## config.mk

```make
export PLATFORM = sky130hd
export DESIGN_NAME = serial_subtractor
export DESIGN_NICKNAME = d
export VERILOG_FILES = /design/src/rtl/serial_subtractor.sv
export SDC_FILE = /design/constraint.sdc
export NUM_CORES = 1
export LEC_CHECK = 0
export ABC_AREA = 1
export CAP_MARGIN = 25
export CORE_MARGIN = 8
export CORE_UTILIZATION = 42
export DETAILED_ROUTE_END_ITERATION = 12
export PLACE_DENSITY = 0.7
export SLEW_MARGIN = 10
export SYNTH_ARGS = -nofsm -noshare
export SYNTH_HDL_FRONTEND = slang
export SYNTH_SLANG_ARGS = --single-unit
```

## constraint.sdc

```tcl
create_clock -name clk -period 1.2 [get_ports clk]
set_input_delay 0.3 -clock clk [delete_from_list [all_inputs] [get_ports clk]]
set_output_delay 0.3 -clock clk [all_outputs]
set_load 0.02 [all_outputs]
```

## src/rtl/serial_subtractor.sv

```systemverilog
// serial_subtractor: bit-serial ripple-borrow subtractor, d = a - b - bin, LSB first over WIDTH cycles
//   clk, rst       : rising-edge clock, synchronous active-high reset
//   start, a, b, bin : request and operands, captured when idle
//   busy           : operation in progress
//   done           : one-cycle pulse when d/bout update
//   d, bout        : registered difference and borrow-out, held until next completion
module serial_subtractor #(
    parameter int WIDTH = 4
) (
    input  logic             clk,
    input  logic             rst,
    input  logic             start,
    input  logic [WIDTH-1:0] a,
    input  logic [WIDTH-1:0] b,
    input  logic             bin,
    output logic             busy,
    output logic             done,
    output logic [WIDTH-1:0] d,
    output logic             bout
);
    localparam int CW = $clog2(WIDTH);
    typedef enum logic {IDLE, RUN} state_t;
    state_t           state, state_n;
    logic [WIDTH-1:0] sa, sb, r, r_n;
    logic [CW-1:0]    cnt;
    logic             br, di, br_n, last;

    always_comb begin
        di      = sa[0] ^ sb[0] ^ br;
        br_n    = (~sa[0] & sb[0]) | (~sa[0] & br) | (sb[0] & br);
        r_n     = {di, r[WIDTH-1:1]};
        last    = cnt == CW'(WIDTH - 1);
        state_n = (state == IDLE) ? (start ? RUN : IDLE) : (last ? IDLE : RUN);
    end

    assign busy = state == RUN;

    always_ff @(posedge clk) begin
        if (rst) begin
            state <= IDLE;
            sa    <= '0;
            sb    <= '0;
            r     <= '0;
            cnt   <= '0;
            br    <= 1'b0;
            d     <= '0;
            bout  <= 1'b0;
            done  <= 1'b0;
        end else begin
            state <= state_n;
            done  <= 1'b0;
            if (state == IDLE) begin
                if (start) begin
                    sa  <= a;
                    sb  <= b;
                    br  <= bin;
                    cnt <= '0;
                end
            end else begin
                sa  <= sa >> 1;
                sb  <= sb >> 1;
                br  <= br_n;
                r   <= r_n;
                cnt <= cnt + 1'b1;
                // final bit goes straight into d so the result lands on the completion edge
                if (last) begin
                    d    <= r_n;
                    bout <= br_n;
                    done <= 1'b1;
                end
            end
        end
    end
endmodule

```

==> insert_results.sql <==
INSERT INTO impl_metrics (metric_group, metric, value, unit) VALUES
('clock_network', 'number_of_buffers_on_the_longest_clock_path', '2', ''),
('power', 'clock_power_share', '26.7', '%'),
('timing', 'slew-limit-headroom', '86.91', '%'),
('synth', 'syn-num-nets', '123', ''),
('worst_setup_path', 'critical_path.cell_chain', 'fa_2 -> o22ai_2', ''),
('clock_network', 'cts_buf_count', '3', ''),
('route', 'drt-total-wl', '1737', 'um'),
('worst_setup_path', 'timing.critical_path.required', '1.39', 'ns'),
('clock_network', 'cts_setup_buffers', '0', ''),
('worst_setup_path', 'critical-path-slowest-cell', 'sky130_fd_sc_hd__fa_2', ''),
('route', 'drc', '0', ''),
('global_routing', 'grt_start_max_net_pins', '14', ''),
('synth', 'post_synth.cell_area_avg', '7.611', 'um2'),
('worst_setup_path', 'startpoint_type', 'flop', ''),
('layout', 'area_delta_synth_final', '30.32', '%'),
('worst_setup_path', 'max_stage_delay', '0.59', 'ns'),
('clock_network', 'clockRootBuffer', 'sky130_fd_sc_hd__clkbuf_4', ''),
('worst_setup_path', 'crit_path_max_fanout', '2', ''),
('timing', 'timing.fmax', '0.8758', 'GHz'),
('global_routing', 'grt_first_pass_wirelength', '2953', 'um'),
('worst_setup_path', 'setup.worst_path.class', 'flop to flop', ''),
('timing', 'tightest_slew', '0.1958', 'ns'),
('clock_network', 'clock_latency', '0.30', 'ns'),
('power', 'pwr-share-comb', '13.9', '%'),
('placed_design', 'post-place-cells', '158', ''),
('layout', 'sequential_cell_area', '421.7', 'um2'),
('timing', 'timing_hold_violations_final', '0', ''),
('route', 'drtIter0Drc', '8', ''),
('worst_setup_path', 'worst_setup_path_end_kind', 'flop', ''),
('floorplanning', 'fp.dieW', '60.44', 'um'),
('route', 'drt.antenna.violating_nets', '0', ''),
('power', 'sequentialPowerShare', '59.5', '%'),
('synth', 'synth_area', '829.5', 'um2'),
('clock_network', 'tritoncts_clock_tree', 'yes', ''),
('placed_design', 'globalplace.congestion', '0.7668', ''),
('floorplanning', 'die-height', '60.44', 'um'),
('route', 'vias', '751', ''),
('min_path', 'worstHoldStart', 'sa[3]', ''),
('global_routing', 'global_route.usage.total', '10.88', '%'),
('clock_network', 'cts_hold_repair.buffers', '0', ''),
('floorplanning', 'num_io_pins', '19', ''),
('placed_design', 'place.port_buffers', '18', ''),
('layout', 'finalCoreUtilization', '56.25', '%'),
('layout', 'top_library_cells_by_usage_in_the_layout_fill_and_taps_aside', '32 x sky130_fd_sc_hd__nand2_1, 20 x sky130_fd_sc_hd__nand3_1, 20 x sky130_fd_sc_hd__dfxtp_1', ''),
('synth', 'seq_area_frac_synth', '50.68', '%'),
('synth', 'yosysWarnings', '0', ''),
('route', 'route.met3.wl', '98', 'um'),
('clock_network', 'clkTransAtPathRegs', '0.11', 'ns'),
('placed_design', 'place.detailed.hpwl', '1343', 'um'),
('power', 'maximum_ir_drop_on_the_vdd_rail', '0.5341', 'mV'),
('layout', 'nNetsFinal', '150', ''),
('worst_setup_path', 'cp-startpoint', 'br', ''),
('layout', 'antenna-diode-count', '0', ''),
('synth', 'postSynthCellCount', '109', ''),
('timing', 'period_needed', '1.142', 'ns'),
('worst_setup_path', 'critical-path-top-delay-family', 'adder cells', ''),
('timing', 'period_share', '95.15', '%'),
('route', 'detail_route.wirelength.met1', '781', 'um'),
('floorplanning', 'initial_utilization', '43.16', '%'),
('power', 'internal-power', '0.0009342', 'W'),
('worst_setup_path', 'critical_path.n_buffers_inverters', '0', ''),
('timing', 'timing.final.max_slew_violations', '0', ''),
('worst_setup_path', 'worst_r2r_startpoint', 'br', ''),
('power', 'power.density_cell_area', '1151', 'mW/mm2'),
('min_path', 'worst_hold_path_type', 'flop to flop', ''),
('power', 'leakage', '0.5260', 'nW'),
('route', 'routed_via_density', '4.636', ''),
('synth', 'synthesized_flop_and_latch_total', '21', ''),
('power', 'switchingPower', '0.0003099', 'W'),
('run_status', 'outcome', 'completed', ''),
('clock_network', 'h-tree-depth', '1', '');
worst register-to-register path: cells and delay by family (launching register included):
| family | cells | cell delay [ns] |
|---|---|---|
| adders and majority gates | 1 | 0.59 |
| DFF | 1 | 0.35 |
| AOI/OAI and AO/OA | 1 | 0.09 |
cell families after synthesis:
| kind of cell | after synthesis | share of synthesized area, % |
|---|---|---|
| compound gates | 11 | 7.089 |
| fa+ha+maj | 2 | 3.921 |
| buf+inv | 18 | 8.899 |
| flops | 21 | 50.68 |
| simple gates | 57 | 29.41 |
worst paths after layout:
| path | end | slack (ns) | cells after the start |
|---|---|---|---|
| min | sa[3] | 0.47 | 2 |
| max | r[3] | 0.06 | 2 |
| min reg2reg | sa[3] | 0.47 | 2 |
| max reg2reg | r[3] | 0.06 | 2 |
sequential cells by signal, indices dropped and copies added, names as in the netlist:
signal / cells
sa: 4
d: 4
br: 1
done: 1
sb: 4
busy: 1
cnt: 2
r: 3
bout: 1
cell type report:
| type | instances | share of cell area, % |
|---|---|---|
| Clock buffer | 3 | 2.083 |
| Timing Repair Buffer | 25 | 18.29 |
| Tap cell | 27 | 3.125 |
| Sequential cell | 21 | 39.00 |
| Multi-Input combinational cell | 70 | 31.83 |
| Inverter | 15 | 5.208 |
| Clock inverter | 1 | 0.4630 |
metrics by stage:
stage | setup WS (ns) | power [W] | setup TNS [ns] | hold WS, ns | area (um2)
global route | 0.004386 | 0.001322 | 0 | 0.4912 | 1081
global placement | -0.1023 | 0.0009211 | -1.487 | 0.4493 | 1079
CTS | 0.01088 | 0.001256 | 0 | 0.4714 | 1072
floorplan | 0.1074 | 0.0008461 | 0 | 0.3691 | 829.5
detailed placement | -0.1181 | 0.0009263 | -1.827 | 0.4571 | 1079
finish | 0.05822 | 0.001244 | 0 | 0.4706 | 1081
cells in the mapped netlist, drive strengths merged:
cell type | number | area [um2]
buf | 3 | 17.52
nand2 | 33 | 126.4
o21ai | 4 | 20.02
nor2 | 4 | 17.52
o22ai | 3 | 18.77
fa | 1 | 20.02
inv | 15 | 56.30
dfxtp | 21 | 420.4
ha | 1 | 12.51
nand3 | 20 | 100.1
a21oi | 4 | 20.02
metal layers:
metal  GRT usage [%]  vias to the layer above
met5               0                        -
met3           3.390                        4
li1                -                      397
met1           11.67                      332
met4           5.980                        0
met2           18.60                       18
power by group through the flow:
stage                     Clock (W)  Sequential, W  Combinational [W]
final                      0.000332       0.000740           0.000172
after global routing       0.000383       0.000743           0.000196
after CTS                  0.000347       0.000740           0.000170
after detailed placement          0       0.000754           0.000172
after global placement            0       0.000754           0.000167
after floorplan                   0       0.000756          0.0000899
what timing repair did:
action | 4_1_cts | 5_1_grt
resized for setup | 29 | 2
setup endpoints to repair | 8 | 3
pin swaps | 0 | 1
hold endpoints to repair | 0 | 0
Note: power is estimated with default switching activity, not from simulation.
==> variant 1: new RTL, same flow settings <==
Make the reset (`rst`) asynchronous in one clocked block. Comments in the files are not updated.
--- a/src/rtl/serial_subtractor.sv
+++ b/src/rtl/serial_subtractor.sv
@@ -35,7 +35,7 @@
 
     assign busy = state == RUN;
 
-    always_ff @(posedge clk) begin
+    always_ff @(posedge clk or posedge rst) begin
         if (rst) begin
             state <= IDLE;
             sa    <= '0;
Formal check against the unedited RTL: differs if rst is asserted again (counterexample within 4 cycles, from zero or initial values and one cycle with rst high); with rst held inactive, the same outputs for 10 cycles.
==> variant 1 against the unedited design <==
  * Worst hold slack got worse by 0.14 ns
  * Largest cell class unchanged
  * Critical path depth unchanged
  * Highest routed layer unchanged
  * Setup slack got worse by 0.012 ns
  * Critical path type unchanged
  * Synthesized area increased by 3.9%
  * Sequential cell count unchanged
  * Final area increased by 0.93%
  * Routed wire length decreased by 11%
Power is not compared: it rests on default switching activity, and its combinational part moved more than twofold at a synthesized area within 25%.
==> variant 1: results (changes against the unedited design) <==
Final #Nets=129 (-14%); largest net degree at the start of global routing=22 (+8); vias after detailed routing=675 (-10%); asr flop ratio synth=1.000 (+1.000); worst setup path startpoint=br$_DFFE_PP0P_; status=completed; slowest stage delay, CP=0.56 ns (-0.03 ns); slowest CP cell=fa_1; final cell count without fillers=141 (-13%); Placed Area=0.001089 mm2 (+0.93%); worst r2r dst=d[3]$_DFFE_PP0P_; cts bufs inserted=3 (unchanged); RePlAce Congestion=0.7459 (-2.7%); CP Capture Type=register; Total GRT Usage=0.1022 (-0.006644); Distinct cells, synth=14 (-1); register area share after synthesis=0.6096 (+0.1028); share of cells above drive strength 1=0.1491 (-0.02865); top_reg_cell synth=dfrtp_1; CTS Buffer Depth=2 (unchanged); Final Skew=0.0007681 ns (-0.002564 ns); first-pass GRT wire length=2898 um (-1.9%); Worst Hold Class=input port to asynchronous set/reset pin; reg2reg path depth=2 (unchanged); worst r2r src=br$_DFFE_PP0P_; final WL=1554 um (-11%); Worst-Margin Slew=0.2580 ns (+0.06223 ns); top post-synthesis cells by area=dfrtp_1 (61%), nand2_1 (15%), nand3_1 (9.3%); Top Registers=d (4), sa (4), sb (4); HPWL Detailed=1160 um (-14%); drt initial violations=10 (+2); H-tree depth=1 (unchanged); most frequent cells after synthesis=nand2_1 (34), dfrtp_1 (21), nand3_1 (16); post-synth net total=107 (-13%); Post-Syn Instances=93 (-15%); synth warn=0 (unchanged); number of port buffers=18 (unchanged); Critical Path AT=1.34 ns (about the same)
[variant 1: power by group through the flow]
| stage | clock [mW] | combinational (mW) | sequential (mW) |
|---|---|---|---|
| 4_1_cts | 0.341 | 0.960 | 1.16 |
| 2_1_floorplan | 0 | 0.544 | 1.29 |
| 3_5_place_dp | 0 | 1.04 | 1.18 |
| 5_1_grt | 0.369 | 1.11 | 1.20 |
| 3_3_place_gp | 0 | 1.03 | 1.17 |
| 6_report | 0.323 | 0.958 | 1.16 |
[variant 1: metal layers]
layer,GRT usage,wire (um),share of wire,vias to the layer above
met5,0,0,0,-
met4,0.05980,27,0.017,0
met3,0.03340,130,0.084,4
met2,0.1642,711,0.46,20
met1,0.1154,684,0.44,313
li1,-,-,-,338
[variant 1: layout make-up]
class | count | area (um2)
Fill cell | 185 | 850.8
Sequential cell | 21 | 525.5
Inverter | 6 | 22.52
Multi-Input combinational cell | 62 | 296.5
Timing Repair Buffer | 21 | 186.4
Tap cell | 27 | 33.78
Clock buffer | 4 | 26.28
[variant 1: worst min-delay path by stage]
stage	startpoint	endpoint	slack [ns]	cells after the start
final	rst	d[3]$_DFFE_PP0P_	0.33	3
after detailed placement	sa[3]$_DFFE_PP0P_	sa[3]$_DFFE_PP0P_	0.46	2
after global placement	sb[3]$_DFFE_PP0P_	sb[3]$_DFFE_PP0P_	0.46	2
after floorplan	rst	bout$_DFFE_PP0P_	0.28	1
after global routing	rst	r[1]$_DFFE_PP0P_	0.34	3
after CTS	rst	d[1]$_DFFE_PP0P_	0.32	3
[variant 1: kinds of logic after synthesis]
group                    synth area share
adder cells (fa/ha/maj)           0.03773
AND/OR/NAND/NOR                    0.2598
flip-flops                         0.6096
AO/OA/AOI/OAI                     0.04063
buffers and inverters             0.05225
[variant 1: repair_timing]
action,CTS,global route
hold buffers,0,0
resized for setup,29,3
pin swaps,0,1
endpoints found under the setup margin,17,2
[variant 1: tightest hold or removal path, delay by kind of cell]
| family | cells | cell delay (ns) |
|---|---|---|
| buf+inv | 3 | 0.67 |
[variant 1: metrics by stage]
step / TNS, ns / util / setup WS [ns]
detailed placement: -1.943 / 0.5606 / -0.1561
CTS: 0 / 0.5586 / 0.03355
global placement: -1.626 / 0.5606 / -0.1347
floorplan: 0 / - / 0.09297
global route: 0 / 0.5619 / 0.005888
finish: 0 / 0.5619 / 0.04659
==> variant 2: new RTL, config.mk and constraints unchanged <==
Made on the original files. Change the parameter `WIDTH` from 4 to 8.
--- a/src/rtl/serial_subtractor.sv
+++ b/src/rtl/serial_subtractor.sv
@@ -5,7 +5,7 @@
 //   done           : one-cycle pulse when d/bout update
 //   d, bout        : registered difference and borrow-out, held until next completion
 module serial_subtractor #(
-    parameter int WIDTH = 4
+    parameter int WIDTH = 8
 ) (
     input  logic             clk,
     input  logic             rst,
Ports: changed (resized a, b and d); port bits go from 19 to 31. No check against the original RTL was run, so the function may have changed too.
==> variant 2 against the unedited design <==
  * Synthesized area up 90%
  * Die area up 64%
  * Sequential cell count up 17
  * Routed wire length up 88%
  * Final area up 91%
  * Critical path depth down 1
  * Total power up 120%
  * Setup slack worse by 0.0033 ns
  * Critical path type is now register to primary output
  * Largest power group unchanged
==> variant 2: results (changes against the unedited design) <==
status=completed; asr flop ratio synth=0 (unchanged); HPWL Detailed=2361 um (+76%); GRT met2 Usage=0.1837 (-0.002319); worst r2r src=sa[0]$_SDFFE_PP0P_; most frequent cells after synthesis=nand2_1 (69), nand3_1 (39), dfxtp_1 (38); M3 GR Usage=0.04263 (+0.008728); RePlAce Congestion=0.7454 (-2.8%); clk root buf=clkbuf_8; later-pin clock latency in the skew report=0.29 ns; fillers=377 (+85%); number of global-route vias before repair=1,308 (+78%); Hold Path Origin=r[1]$_SDFFE_PP0P_; Top Registers=d (8), sa (8), sb (8); CP top delay family=flip-flops; reg2reg path depth=3 (+1); Post-Syn Instances=213 (+95%); met1 Track Usage GR=0.1338 (+0.01708); pre-CTS WS=-0.2018 ns (-0.08367 ns); Hold Crit Endpoint=d[0]$_SDFFE_PP0P_; slowest CP cell=dfxtp_1; worst r2r dst=r[7]$_SDFFE_PP0P_; Final #Nets=277 (+85%); worst setup path category=register to primary output; cts bufs inserted=5 (+2); CP max FO=1 (-1); internal power=2.096 mW (+120%); final hold slack=0.4549 ns (-0.01574 ns); Static Leak=1.043 nW (+98%); share of cells above drive strength 1=0.1725 (-0.005229); wire per inst=10.76 um (+0.37%); clock slew at reported path FFs=0.07 ns (-0.04 ns); largest net degree at the start of global routing=18 (+4); synth warn=0 (unchanged); Critical Path AT=0.85 ns (-0.49 ns); Met2 Wirelength=1528 um (+85%); vias after detailed routing=1,427 (+90%); WL met3=188 um (+92%); dpl cells=295 (+87%); number of port buffers=30 (+12); fin util=0.5678 (+0.005337); drt via density=4.710 (+1.6%); worst setup path startpoint=done$_SDFF_PP0_; CP endpoint=done; H-tree depth=2 (+1); slowest stage delay, CP=0.31 ns (-0.28 ns); Placed Area=0.001981 mm2 (+84%); Final Skew=0.006695 ns (+0.003363 ns); Distinct cells, synth=16 (+1); DRT met1 WL=1512 um (+94%); register area share after synthesis=0.4814 (-0.02539); drt initial violations=99 (+91); top post-synthesis cells by area=dfxtp_1 (48%), nand2_1 (16%), nand3_1 (12%); worst rel slew slack=0.8691 (about the same)
variant 2: repair_timing:
action,4_1_cts,5_1_grt
endpoints found under the hold margin,0,0
hold buffers,0,0
endpoints found under the setup margin,11,24
buffers inserted,0,0
gates resized for setup,38,12
variant 2: logic make-up (layout without fill, tap and decap cells):
logic type      count (synthesis)  count (layout)  share of synthesized area
compound gates                 16              16                    0.05067
fa+ha+maj                       3               3                    0.02850
buf+inv                        32              74                     0.1037
flops                          38              38                     0.4814
simple gates                  124             124                     0.3357
variant 2: area by class of cell:
type | count | share of cell area
clock buffers | 5 | 0.03335
clock inverters | 3 | 0.01941
repair buffers | 45 | 0.1880
well taps | 48 | 0.02911
inverters | 21 | 0.03820
flip-flops and latches | 38 | 0.3693
multi-input cells | 143 | 0.3226
variant 2: power groups by stage:
stage,sequential [mW],clock (mW),combinational (mW)
finish,1.35,1.06,0.325
global placement,1.38,0,0.318
detailed placement,1.38,0,0.322
floorplan,1.38,0,0.195
global route,1.36,1.13,0.368
CTS,1.35,1.09,0.320
